[src/rtl/usr_pkg.sv]
// Shared types and encodings for the universal-shift-register sequencer:
// FSM states, command shift modes and the usr mode-select codes.
package usr_pkg;

    typedef enum logic [1:0] {
        IDLE  = 2'd0,
        LOAD  = 2'd1,
        SHIFT = 2'd2,
        DONE  = 2'd3
    } state_e;

    typedef enum logic [1:0] {
        MODE_NONE = 2'b00,
        MODE_SHR  = 2'b01,
        MODE_SHL  = 2'b10,
        MODE_ROR  = 2'b11
    } mode_e;

    localparam logic [1:0] USR_HOLD = 2'b00;
    localparam logic [1:0] USR_SHR  = 2'b01;
    localparam logic [1:0] USR_SHL  = 2'b10;
    localparam logic [1:0] USR_LOAD = 2'b11;

    // Rotate right is a right shift whose serial input is the current LSB.
    function automatic logic [1:0] shift_sel(input mode_e mode);
        return (mode == MODE_SHL) ? USR_SHL : USR_SHR;
    endfunction

endpackage

[src/rtl/usr_seq_if.sv]
// Command handshake between a command source (master) and the usr sequencer (slave).
interface usr_seq_if #(
    parameter int WIDTH = 4,
    parameter int CNT_W = 3
);

    logic             cmd_valid;
    logic             cmd_ready;
    logic             cmd_load;
    logic [1:0]       cmd_mode;
    logic             cmd_fill;
    logic [WIDTH-1:0] cmd_data;
    logic [CNT_W-1:0] cmd_count;

    modport master (
        output cmd_valid, cmd_load, cmd_mode, cmd_fill, cmd_data, cmd_count,
        input  cmd_ready
    );

    modport slave (
        input  cmd_valid, cmd_load, cmd_mode, cmd_fill, cmd_data, cmd_count,
        output cmd_ready
    );

endinterface

[src/rtl/usr_seq.sv]
// Sequencer that drives an external usr instance through optional parallel
// load, a counted run of shift/rotate cycles, and a one-cycle done pulse.
module usr_seq
    import usr_pkg::*;
#(
    parameter int WIDTH = 4,
    parameter int CNT_W = 3
) (
    input  logic             clk,
    input  logic             rst,
    usr_seq_if.slave         cmd,
    input  logic [WIDTH-1:0] q_fb,
    output logic             s1,
    output logic             s0,
    output logic [WIDTH-1:0] b,
    output logic             r_in,
    output logic             l_in,
    output logic             busy,
    output logic             done
);

    state_e           state_q, state_d;
    mode_e            mode_q,  mode_d;
    logic             fill_q,  fill_d;
    logic [WIDTH-1:0] b_q,     b_d;
    logic [CNT_W-1:0] cnt_q,   cnt_d;
    logic [1:0]       sel_q,   sel_d;
    logic             busy_q;
    logic             done_q;
    logic             ready_q;

    function automatic logic wants_shift(input mode_e mode, input logic [CNT_W-1:0] count);
        return (mode != MODE_NONE) && (count != '0);
    endfunction

    // NOTE: every variable assigned in always_comb gets a default first so no latch is inferred.
    always_comb begin
        state_d = state_q;
        mode_d  = mode_q;
        fill_d  = fill_q;
        b_d     = b_q;
        cnt_d   = cnt_q;

        case (state_q)
            IDLE: begin
                if (cmd.cmd_valid && ready_q) begin
                    mode_d = mode_e'(cmd.cmd_mode);
                    fill_d = cmd.cmd_fill;
                    b_d    = cmd.cmd_data;
                    cnt_d  = cmd.cmd_count;
                    if (cmd.cmd_load) begin
                        state_d = LOAD;
                    end else if (wants_shift(mode_e'(cmd.cmd_mode), cmd.cmd_count)) begin
                        state_d = SHIFT;
                    end else begin
                        state_d = DONE;
                    end
                end
            end
            LOAD: begin
                state_d = wants_shift(mode_q, cnt_q) ? SHIFT : DONE;
            end
            SHIFT: begin
                // cnt_q holds the shifts still to perform, including this one.
                if (cnt_q <= CNT_W'(1)) begin
                    state_d = DONE;
                end else begin
                    cnt_d = cnt_q - CNT_W'(1);
                end
            end
            DONE: begin
                state_d = IDLE;
            end
            default: begin
                state_d = IDLE;
            end
        endcase

        case (state_d)
            LOAD:    sel_d = USR_LOAD;
            SHIFT:   sel_d = shift_sel(mode_d);
            default: sel_d = USR_HOLD;
        endcase
    end

    // Outputs are registered from the next state so they align with state_q.
    // NOTE: sequential state uses non-blocking assignments so all registers update together.
    always_ff @(posedge clk) begin
        if (rst) begin
            state_q <= IDLE;
            mode_q  <= MODE_NONE;
            fill_q  <= 1'b0;
            b_q     <= '0;
            cnt_q   <= '0;
            sel_q   <= USR_HOLD;
            busy_q  <= 1'b0;
            done_q  <= 1'b0;
            ready_q <= 1'b0;
        end else begin
            state_q <= state_d;
            mode_q  <= mode_d;
            fill_q  <= fill_d;
            b_q     <= b_d;
            cnt_q   <= cnt_d;
            sel_q   <= sel_d;
            busy_q  <= (state_d != IDLE);
            done_q  <= (state_d == DONE);
            ready_q <= (state_d == IDLE);
        end
    end

    assign cmd.cmd_ready = ready_q;
    assign s1            = sel_q[1];
    assign s0            = sel_q[0];
    assign b             = b_q;
    assign busy          = busy_q;
    assign done          = done_q;

    // Rotate right feeds the register's own LSB back into its MSB.
    assign r_in = (sel_q == USR_SHR) && ((mode_q == MODE_ROR) ? q_fb[0] : fill_q);
    assign l_in = (sel_q == USR_SHL) && fill_q;

    logic unused_fb;
    assign unused_fb = ^q_fb[WIDTH-1:1];

endmodule

[src/flat_wrapper.sv]
// flat-port wrapper written by rule: the top's interface ports become plain ports
module usr_seq_flat import usr_pkg::*;
#(
    parameter int WIDTH = 4,
    parameter int CNT_W = 3
)
  (clk, rst, q_fb, s1, s0, b, r_in, l_in, busy, done, cmd_cmd_valid, cmd_cmd_load, cmd_cmd_mode, cmd_cmd_fill, cmd_cmd_data, cmd_cmd_count, cmd_cmd_ready);
  usr_seq_if #(.WIDTH(WIDTH), .CNT_W(CNT_W)) cmd_i ();
  input  logic clk;
  input  logic rst;
  input  logic [WIDTH-1:0] q_fb;
  output logic s1;
  output logic s0;
  output logic [WIDTH-1:0] b;
  output logic r_in;
  output logic l_in;
  output logic busy;
  output logic done;
  input wire logic [$bits(cmd_i.cmd_valid)-1:0] cmd_cmd_valid;
  input wire logic [$bits(cmd_i.cmd_load)-1:0] cmd_cmd_load;
  input wire logic [$bits(cmd_i.cmd_mode)-1:0] cmd_cmd_mode;
  input wire logic [$bits(cmd_i.cmd_fill)-1:0] cmd_cmd_fill;
  input wire logic [$bits(cmd_i.cmd_data)-1:0] cmd_cmd_data;
  input wire logic [$bits(cmd_i.cmd_count)-1:0] cmd_cmd_count;
  output wire logic [$bits(cmd_i.cmd_ready)-1:0] cmd_cmd_ready;
  assign cmd_i.cmd_valid = cmd_cmd_valid;
  assign cmd_i.cmd_load = cmd_cmd_load;
  assign cmd_i.cmd_mode = cmd_cmd_mode;
  assign cmd_i.cmd_fill = cmd_cmd_fill;
  assign cmd_i.cmd_data = cmd_cmd_data;
  assign cmd_i.cmd_count = cmd_cmd_count;
  assign cmd_cmd_ready = cmd_i.cmd_ready;
  usr_seq #(.WIDTH(WIDTH), .CNT_W(CNT_W)) u_core (.clk(clk), .rst(rst), .cmd(cmd_i), .q_fb(q_fb), .s1(s1), .s0(s0), .b(b), .r_in(r_in), .l_in(l_in), .busy(busy), .done(done));
endmodule
[config.mk]
export PLATFORM = sky130hd
export DESIGN_NAME = usr_seq_flat
export DESIGN_NICKNAME = d
export VERILOG_FILES = /design/src/rtl/usr_pkg.sv /design/src/rtl/usr_seq_if.sv /design/src/rtl/usr_seq.sv /design/src/flat_wrapper.sv
export SDC_FILE = /design/constraint.sdc
export NUM_CORES = 1
export LEC_CHECK = 0
export BUFFER_PORTS_ARGS = -buffer_cell sky130_fd_sc_hd__buf_2
export CORE_MARGIN = 2
export CORE_UTILIZATION = 54
export CTS_CLUSTER_SIZE = 14
export DETAILED_ROUTE_END_ITERATION = 16
export PLACE_DENSITY = 0.93
export RECOVER_POWER = 100
export SLEW_MARGIN = 20
export SYNTH_ARGS = -nofsm -noshare
export SYNTH_HDL_FRONTEND = slang
export SYNTH_SLANG_ARGS = --single-unit
[constraint.sdc]
create_clock -name clk -period 3.71 [get_ports clk]
set_clock_uncertainty 0.2 [all_clocks]
set_input_delay 0.371 -clock clk [delete_from_list [all_inputs] [get_ports clk]]
set_output_delay 0.371 -clock clk [all_outputs]
set_load 0.05 [all_outputs]
==> summary.txt, run 1 <==
Timing
  • Final clock period utilization by the worst path: 0.7195
  • Max Fclk: around 0.37 GHz
  • Pins over their slew limit: 0
  • Setup Total Neg Slack: 0 ns
  • Slew HR: 0.5757
  • RSZ-0062 raised after global routing: false
  • Final Hold Viols: 0
  • Final setup violating endpoints: 0
  • Min Tclk post-route: approximately 2.7 ns
  • Worst Tran Pin Value: ~0.64 ns

Setup path
  • Cell family with most CP delay: compound AO/OA/AOI/OAI gates
  • Startpoint types: register
  • WP buf/inv: 1
  • RR Startpoint: u_core.cnt_q[0]$_SDFFE_PP0P_
  • Critical path peak fanout: 5
  • CP Class: reg -> reg
  • Critical Path RT: ~3.7 ns
  • Critical Path AT: around 2.7 ns
  • Crit end category: register
  • Crit path cell chain: inv_1 > ha_1 > ha_1 > o21bai_1 > a21oi_1 > a22o_1 > ha_1 > nor2b_1 > and2_0 > a22o_1
  • Max incr delay on CP: roughly 0.45 ns
  • Most frequent CP cell: ha_1
  • Crit. Startpoint: u_core.cnt_q[0]$_SDFFE_PP0P_
  • CP max stage cell: dfxtp_1

Finish
  • Register Area: between 300 and 400 µm²
  • Layout cells sized above 1: 0.1857
  • Antenna diode count: 0
  • Commonest non-fill, non-tap cell in the layout: nand2_1
  • Nets: 170
  • Most frequent cells in the layout: nand2_1 (20), dfxtp_1 (17), buf_2 (14)
  • # fillers: 158
  • Multi-input gate area in the final layout: slightly below 600 µm²
  • Post-Layout Cell Count: 165
  • Area grow syn2layout: 14.72%

Synth
  • Yosys warns: 0
  • Yosys top cell area share: 0.3452
  • Syn_area_per_cell: 8.573 µm²
  • Leading area contributor after synthesis: dfxtp_1
  • Post-Syn Area: ~990 µm²
  • Synth top area cells: dfxtp_1 (35%), ha_1 (14%), nand2_1 (7.6%)
  • Yosys cell types: 36
  • Register area share after synthesis: 0.3452
  • Syn nets: between 100 and 150
  • #FFs+latches synth: 17
  • Synthesized netlist cell count: roughly 120

Floorplan
  • Placement Rows: 15
  • I/O pin total: 29
  • Die X: 46.73 µm
  • Die footprint: around 0.0022 mm²
  • Die height: approximately 47 µm
  • Core ar.: approximately 0.0017 mm²
  • Initial Util: 0.5710

Pwr
  • Leak: 0.4877 nW
  • Worst vdd ir: between 0.4 and 0.5 mV
  • PD cells: just under 800 mW/mm²
  • Pint: 0.0004545 W
  • Clock power share: 0.117
  • Switch share: 0.4798
  • Sw Pwr: 0.0004192 W
  • Sequential power share: 0.312
  • Comb pwr share: 0.572

Clock tree
  • CTS Sinks: 17
  • Max clock buf depth: 2
  • Post-cts resize count: 0
  • Reg clk slew, reported paths: 0.10 ns
  • Postcts setup bufs: 0
  • CTS tree: yes
  • Num CTS Buffers: 3
  • Worst-Skew Late Latency: approximately 0.30 ns
  • CTS root buf: clkbuf_4
  • Hold-fix buffers, CTS: 0
  • CTS HTree Levels: 1

Global route
  • First-pass GRT wire length: 3512 µm
  • Largest net degree at the start of global routing: 16
  • Tot GR Track Use: 0.2352
  • Vias in the first global route: between 800 and 900
  • Initial antenna violation count: 0
  • Global route overflow: 0

Routing
  • Initial detailed-routing violation count: 12
  • Vias per Instance: ~5.5
  • Residual DRC count: 0
  • Via count: between 900 and 1k
  • Antenna-violating nets left: 0
  • Routed wire length: 2223 µm
  • WL/cell: between 10 and 15 µm
  • First-pass DRT Iterations: 4

Placement
  • # port buffers: 25
  • DP Cell Count: between 150 and 200
  • DP HPWL: around 1800 µm
  • Final Wtd Congestion: between 0.8 and 0.9

Min path
  • Hold WC Path Type: in -> reg
  • Min-delay src: cmd_cmd_data[0]

Outcome
  • Status: complete, no violations

Job
  • Max Cap Viol: 0
## power by group through the flow
stage          logic (W)  clock network (W)  registers (W)
3_3_place_gp    0.000469                  0       0.000269
2_1_floorplan   0.000312                  0       0.000353
4_1_cts         0.000511           0.000103       0.000271
6_report        0.000499           0.000102       0.000273
3_5_place_dp    0.000511                  0       0.000275
5_1_grt         0.000556           0.000110       0.000278
## metrics by stage
step	area (µm²)	hold slack, ns	power, W	utilization	setup slack (ns)
CTS	1150	0.09434	0.0008846	0.6659	1.061
detailed placement	1122	0.2470	0.0007857	0.6500	1.083
global route	1131	0.1024	0.0009434	0.6551	0.8954
finish	1131	0.09590	0.0008737	0.6551	1.041
global placement	1122	0.2390	0.0007384	0.6500	1.238
floorplan	985.9	0.2426	0.0006649	-	1.288
## cell usage after synthesis
cell type and instances:
o31ai_2 1, o22ai_1 1, and2_1 1, a32o_1 1, a221oi_1 2, nand2_2 1, o211ai_1 1, ha_1 11
nand2b_1 1, nor3_1 1, or2_2 2, nor3b_1 1, a22oi_1 1, inv_1 9, buf_4 1, a21boi_0 1
mux2i_1 3, nor2b_1 7, nand4_1 1, dfxtp_1 17, clkbuf_1 2, buf_2 1, o31ai_1 1, nand2_1 20
and3b_2 1, nor2_1 5, o41ai_2 1, a21oi_1 8, nand3_1 1, a21o_2 1, o21bai_1 2, o221ai_1 1
and3_2 1, o21ai_0 3, a22o_1 2, o311ai_2 1
## sequential cells by signal, indices dropped and copies added (netlist names)
register,count
u_core.b,4
u_core.cmd.cmd_ready,1
u_core.cnt_q,3
u_core.sel_q,2
u_core.state_q,2
u_core.done,1
u_core.mode_q,2
u_core.busy,1
u_core.fill_q,1
## path summary, 6_finish.rpt
kind         slack, ns                    endpoint  depth (start not counted)
max               1.04  u_core.sel_q[0]$_SDFF_PP0_                         10
min                0.1    u_core.b[0]$_SDFFE_PP0P_                          3
max reg2reg       1.04  u_core.sel_q[0]$_SDFF_PP0_                         10
min reg2reg       0.26    u_core.b[0]$_SDFFE_PP0P_                          2
## cell families after synthesis
group,share of synthesized area
flops,0.3452
simple gates,0.2132
mux,0.03046
compound gates,0.2170
buf+inv,0.05457
fa+ha+maj,0.1396
## per-layer routing
metal  global-route usage  up-vias  routed length [µm]
met2               0.4472       29                1172
met3              0.04615       11                 116
met5                    0        -                   0
met4               0.1500        0                  98
met1               0.2295      419                 836
li1                     -      448                   -
## area by class of cell
cell class / instances / share of cell area
clock inverters: 1 / 0.004425
flip-flops and latches: 17 / 0.3009
inverters: 9 / 0.02987
repair buffers: 25 / 0.09845
multi-input cells: 85 / 0.5188
clock buffers: 3 / 0.01991
well taps: 25 / 0.02765
## worst register-to-register path, stage by stage, from the launching register on
cell and delay, ns:
dfxtp_1 0.45, inv_1 0.10, ha_1 0.21, ha_1 0.18
o21bai_1 0.17, a21oi_1 0.26, a22o_1 0.22, ha_1 0.24
nor2b_1 0.16, and2_0 0.17, a22o_1 0.20
Power figures use the tool's default switching activity.
==> inputs of run 2 (changes only) <==
CORE_UTILIZATION = 45   (was 54)
PLACE_DENSITY = 0.84   (was 0.93)
clock period = 2.2 ns   (was 3.71 ns; I/O delays follow)
==> summary.txt, run 2 (same netlist as run 1, synthesis figures left out) <==
Outcome
  • Status: finished with violations
  • Failing checks: setup timing

Pwr
  • Worst vdd ir: around 0.71 mV
  • Clock power share: 0.094
  • Pint: 0.001032 W
  • Comb pwr share: 0.657
  • PD cells: ~1300 mW/mm²
  • Leak: 0.6034 nW
  • Sequential power share: 0.249
  • Switch share: 0.4401
  • Sw Pwr: slightly above 0.0008 W

Finish
  • Commonest non-fill, non-tap cell in the layout: nand2_1
  • Most frequent cells in the layout: nand2_1 (20), buf_4 (16), buf_2 (15)
  • Layout cells sized above 1: 0.3537
  • Nets: 194
  • Antenna diode count: 0
  • # fillers: 148
  • Post-layout util: 0.6974
  • Largest register FFs: 4
  • Area grow syn2layout: 43.02%

Setup path
  • CP max stage cell: dfxtp_4
  • CP Class: reg -> reg
  • Critical Path RT: roughly 2.2 ns
  • RR Startpoint: u_core.cnt_q[0]$_SDFFE_PP0P_
  • Crit path cell chain: inv_4 > ha_4 > ha_4 > o21bai_4 > a21oi_2 > a22o_1 > ha_1 > nor2b_4 > and2_4 > a22o_1
  • Max incr delay on CP: around 0.39 ns
  • Startpoint types: register
  • Worst r2r dst: u_core.sel_q[0]$_SDFF_PP0_
  • Reg-to-reg setup timing slack: -0.06 ns
  • Critical path peak fanout: 4
  • R2R cell count: 10
  • Critical Path AT: 2.26 ns
  • Crit end category: register
  • Crit. Startpoint: u_core.cnt_q[0]$_SDFFE_PP0P_

Clock tree
  • CTS tree: yes
  • Worst-Skew Late Latency: roughly 0.30 ns
  • Max clock buf depth: 2
  • CTS Sinks: 17
  • Reg clk slew, reported paths: about 0.10 ns
  • CTS root buf: clkbuf_4
  • CTS HTree Levels: 1
  • Num CTS Buffers: 3

Routing
  • Residual DRC count: 0
  • Initial detailed-routing violation count: 23
  • First-pass DRT Iterations: 4
  • Routed wire length: 2780 µm
  • WL/cell: 14.55 µm
  • Via count: between 1k and 1.5k
  • Vias per Instance: about 5.3
  • Antenna-violating nets left: 0

Timing
  • Final setup violating endpoints: 1
  • RSZ-0062 raised after global routing: true
  • Setup Total Neg Slack: -0.06194 ns
  • Worst Tran Pin Value: between 0.6 and 0.7 ns
  • Final Hold Viols: 0
  • Min Tclk post-route: roughly 2.3 ns
  • Setup WS post-layout: -0.06194 ns
  • Slew HR: 0.5924
  • Pins over their slew limit: 0
  • Max Fclk: between 0.4 and 0.5 GHz
  • Final clock period utilization by the worst path: 1.028

Floorplan
  • Initial Util: 0.4876
  • Core ar.: a little over 0.002 mm²
  • I/O pin total: 29
  • Die footprint: around 0.0026 mm²
  • Placement Rows: 16
  • Die X: around 51 µm
  • Die height: a little over 50 µm

Min path
  • Cells on Worst Hold Path: 2
  • Hold EP: u_core.busy$_SDFF_PP0_
  • Hold WC Path Type: in -> reg
  • Min-delay src: rst

Global route
  • Largest net degree at the start of global routing: 16
  • First-pass GRT wire length: around 4700 µm
  • Vias in the first global route: between 1k and 1.5k
  • Tot GR Track Use: 0.2466
  • Initial antenna violation count: 0
  • Global route overflow: 0

Placement
  • Setup Slack @ Placement: -0.1668 ns
  • Final Wtd Congestion: 0.8022
  • DP HPWL: 1691 µm
  • # port buffers: 25

Job
  • Max Cap Viol: 0
[run 2: worst max-delay path by stage]
stage / endpoint / slack [ns] / cells after the start
finish: u_core.sel_q[0]$_SDFF_PP0_ / -0.06 / 10
detailed placement: u_core.sel_q[0]$_SDFF_PP0_ / -0.17 / 10
global placement: u_core.sel_q[0]$_SDFF_PP0_ / -0.09 / 10
global route: u_core.sel_q[0]$_SDFF_PP0_ / -0.12 / 10
floorplan: u_core.sel_q[0]$_SDFF_PP0_ / -0.03 / 10
CTS: u_core.sel_q[0]$_SDFF_PP0_ / -0.02 / 10
[run 2: cell type report]
type	instances	area, µm²	share of cell area
flip-flops and latches	17	346.6	0.2458
inverters	9	36.28	0.02573
clock buffers	4	26.28	0.01863
multi-input cells	85	660.6	0.4685
well taps	27	33.78	0.02396
repair buffers	49	306.5	0.2174
[run 2: power groups by stage]
stage | Sequential (W) | Clock (W) | Combinational, W
after CTS | 0.000455 | 0.000177 | 0.00118
after floorplan | 0.000601 | 0 | 0.000543
after global placement | 0.000450 | 0 | 0.000985
final | 0.000459 | 0.000173 | 0.00121
after detailed placement | 0.000455 | 0 | 0.00102
after global routing | 0.000470 | 0.000190 | 0.00133
[run 2: per-stage QoR]
step           cells  cell area [µm²]  hold WS (ns)  total power, W
6_report         191             1410       0.06703        0.001844
5_1_grt          191             1410       0.09280        0.001986
4_1_cts          191             1424       0.05679        0.001812
3_5_place_dp     176             1240        0.2559        0.001477
3_3_place_gp     176             1240        0.2386        0.001435
2_1_floorplan    115             1003       0.08420        0.001144
[run 2: timing repair]
| action | CTS | global route |
|---|---|---|
| hold buffers | 7 | 0 |
| setup endpoints to repair | 2 | 3 |
| endpoints found under the hold margin | 7 | 0 |
| gates resized for setup | 16 | 1 |
| buffers inserted | 4 | 0 |
| pin swaps | 8 | 2 |
[run 2: routing by layer]
metal | share of wire | vias up | GRT usage
met5 | 0 | - | 0
met4 | 0.037 | 0 | 0.1171
met3 | 0.052 | 11 | 0.04971
met2 | 0.50 | 33 | 0.4539
met1 | 0.41 | 469 | 0.2684
li1 | - | 496 | -
[run 2: critical path, delay by kind of cell (launching register included)]
family	cells	cell delay, ns
AO/OA/AOI/OAI	4	0.70
adder cells (fa/ha/maj)	3	0.53
flip-flops	1	0.39
AND/OR/NAND/NOR	2	0.29
buffers and inverters	1	0.04
==> inputs of run 3 (changes only) <==
REMOVE_ABC_BUFFERS = 1   (was unset)
==> summary.txt, run 3 (same netlist as run 1, synthesis figures left out) <==
Outcome
  • Status: complete, no violations

Global route
  • Vias in the first global route: between 900 and 1k
  • Initial antenna violation count: 0
  • Global route overflow: 0
  • Largest net degree at the start of global routing: 16
  • First-pass GRT wire length: 4091 µm
  • Tot GR Track Use: 0.2093

Clock tree
  • Max clock buf depth: 2
  • Num CTS Buffers: 3
  • Worst-Skew Late Latency: roughly 0.30 ns
  • Reg clk slew, reported paths: 0.10 ns
  • CTS tree: yes
  • CTS Sinks: 17
  • CTS HTree Levels: 1
  • CTS root buf: clkbuf_4

Timing
  • Min Tclk post-route: 2.190 ns
  • Setup WS post-layout: between 0.009 and 0.01 ns
  • Worst Tran Pin Value: 0.6173 ns
  • Pins over their slew limit: 0
  • Final setup violating endpoints: 0
  • Max Fclk: 0.4565 GHz
  • RSZ-0062 raised after global routing: true
  • Final Hold Viols: 0
  • Final clock period utilization by the worst path: 0.9957
  • Slew HR: 0.5902

Min path
  • Min-delay src: rst
  • Hold WC Path Type: in -> reg
  • Hold EP: u_core.busy$_SDFF_PP0_
  • Cells on Worst Hold Path: 2

Routing
  • First-pass DRT Iterations: 5
  • Vias per Instance: between 5 and 6
  • Top sig layer: met4
  • Residual DRC count: 0
  • M1 wire length: approximately 1100 µm
  • Met2 wire length: around 1400 µm
  • Metal3 WL: 126 µm
  • WL/cell: between 10 and 15 µm
  • Initial detailed-routing violation count: 41
  • Antenna-violating nets left: 0
  • Routed wire length: around 2700 µm
  • Via count: ~1k

Setup path
  • Critical path peak fanout: 4
  • RR Startpoint: u_core.cnt_q[0]$_SDFFE_PP0P_
  • Crit end category: register
  • Reg-to-reg setup timing slack: between 0.009 and 0.01 ns
  • CP Class: reg -> reg
  • Critical Path AT: about 2.2 ns
  • Worst r2r dst: u_core.sel_q[0]$_SDFF_PP0_
  • R2R cell count: 10
  • Critical Path RT: ~2.2 ns
  • Startpoint types: register

Pwr
  • Leak: a little under 0.6 nW
  • PD cells: around 1300 mW/mm²
  • Worst vdd ir: 0.6727 mV

Placement
  • Setup Slack @ Placement: -0.1875 ns
  • Final Wtd Congestion: ~0.78
  • DP HPWL: approximately 1700 µm
  • # port buffers: 25

Floorplan
  • Die X: 50.81 µm
  • Die height: 50.81 µm
  • Initial Util: 0.4876
  • I/O pin total: 29
  • Die footprint: around 0.0026 mm²
  • Core ar.: between 0.002 and 0.0025 mm²
  • Placement Rows: 16

Finish
  • Most frequent cells in the layout: nand2_1 (20), buf_2 (15), buf_4 (14), dfxtp_1 (14), clkbuf_1 (11)
  • Largest register FFs: 4
  • Commonest non-fill, non-tap cell in the layout: nand2_1
  • Layout cells sized above 1: 0.3519
  • Post-layout util: 0.6949
  • Area grow syn2layout: 42.51%
  • Nets: ~190
  • Antenna diode count: 0

Job
  • Max Cap Viol: 0
[run 3: per-stage QoR]
step / hold WS [ns] / area (µm²) / total power [W] / std cells / TNS, ns
after global routing: 0.08228 / 1405 / 0.001973 / 189 / -0.08028
after global placement: 0.2381 / 1222 / 0.001418 / 176 / -0.1384
after floorplan: 0.08669 / 965.9 / 0.001109 / 111 / -0.2671
after detailed placement: 0.2476 / 1222 / 0.001458 / 176 / -0.1937
after CTS: 0.07224 / 1384 / 0.001744 / 189 / 0
final: 0.07031 / 1405 / 0.001841 / 189 / 0
[run 3: worst max path at each step]
stage	slack, ns	startpoint	cells after the start	end
5_1_grt	-0.08	u_core.cnt_q[0]$_SDFFE_PP0P_	10	u_core.sel_q[0]$_SDFF_PP0_
3_3_place_gp	-0.14	u_core.cnt_q[0]$_SDFFE_PP0P_	10	u_core.sel_q[0]$_SDFF_PP0_
4_1_cts	0.005	u_core.cnt_q[0]$_SDFFE_PP0P_	10	u_core.sel_q[0]$_SDFF_PP0_
6_report	0.01	u_core.cnt_q[0]$_SDFFE_PP0P_	10	u_core.sel_q[0]$_SDFF_PP0_
2_1_floorplan	-0.20	u_core.cmd.cmd_ready$_SDFF_PP0_	7	u_core.sel_q[0]$_SDFF_PP0_
3_5_place_dp	-0.19	u_core.cnt_q[0]$_SDFFE_PP0P_	10	u_core.sel_q[0]$_SDFF_PP0_
[run 3: critical path, cell delays in order, from the launching register on]
cell      delay, ns
dfxtp_4        0.38
inv_2          0.05
ha_4           0.16
ha_4           0.15
o21bai_4       0.16
a21oi_2        0.14
a22o_1         0.17
ha_1           0.24
nor2b_4        0.14
and2_4         0.14
a22o_1         0.16
[run 3: where the power goes]
group	switching, W	internal [W]	total (W)
Sequential	0.0000602	0.000393	0.000453
Combinational	0.000652	0.000563	0.00122
Clock	0.000105	0.0000678	0.000173
Total	0.000818	0.00102	0.00184
[run 3: routing by layer]
layer / GRT usage / vias to the layer above
li1: - / 491
met1: 0.2245 / 480
met2: 0.4079 / 42
met3: 0.02632 / 7
met4: 0.08559 / 0
met5: 0 / -
[run 3: repair_timing]
action / CTS / global route
hold buffers: 7 / 0
pin swaps: 7 / 1
endpoints found under the hold margin: 7 / 0
resized for setup: 14 / 7
setup buffers: 2 / 0
endpoints found under the setup margin: 2 / 1
[run 3: area by class of cell]
class                   instances  area [µm²]
inverters                       9       33.78
clock inverters                 1       5.005
multi-input cells              85       671.9
repair buffers                 47       291.5
flip-flops and latches         17       346.6
fillers                       132       616.8
clock buffers                   3       22.52
well taps                      27       33.78
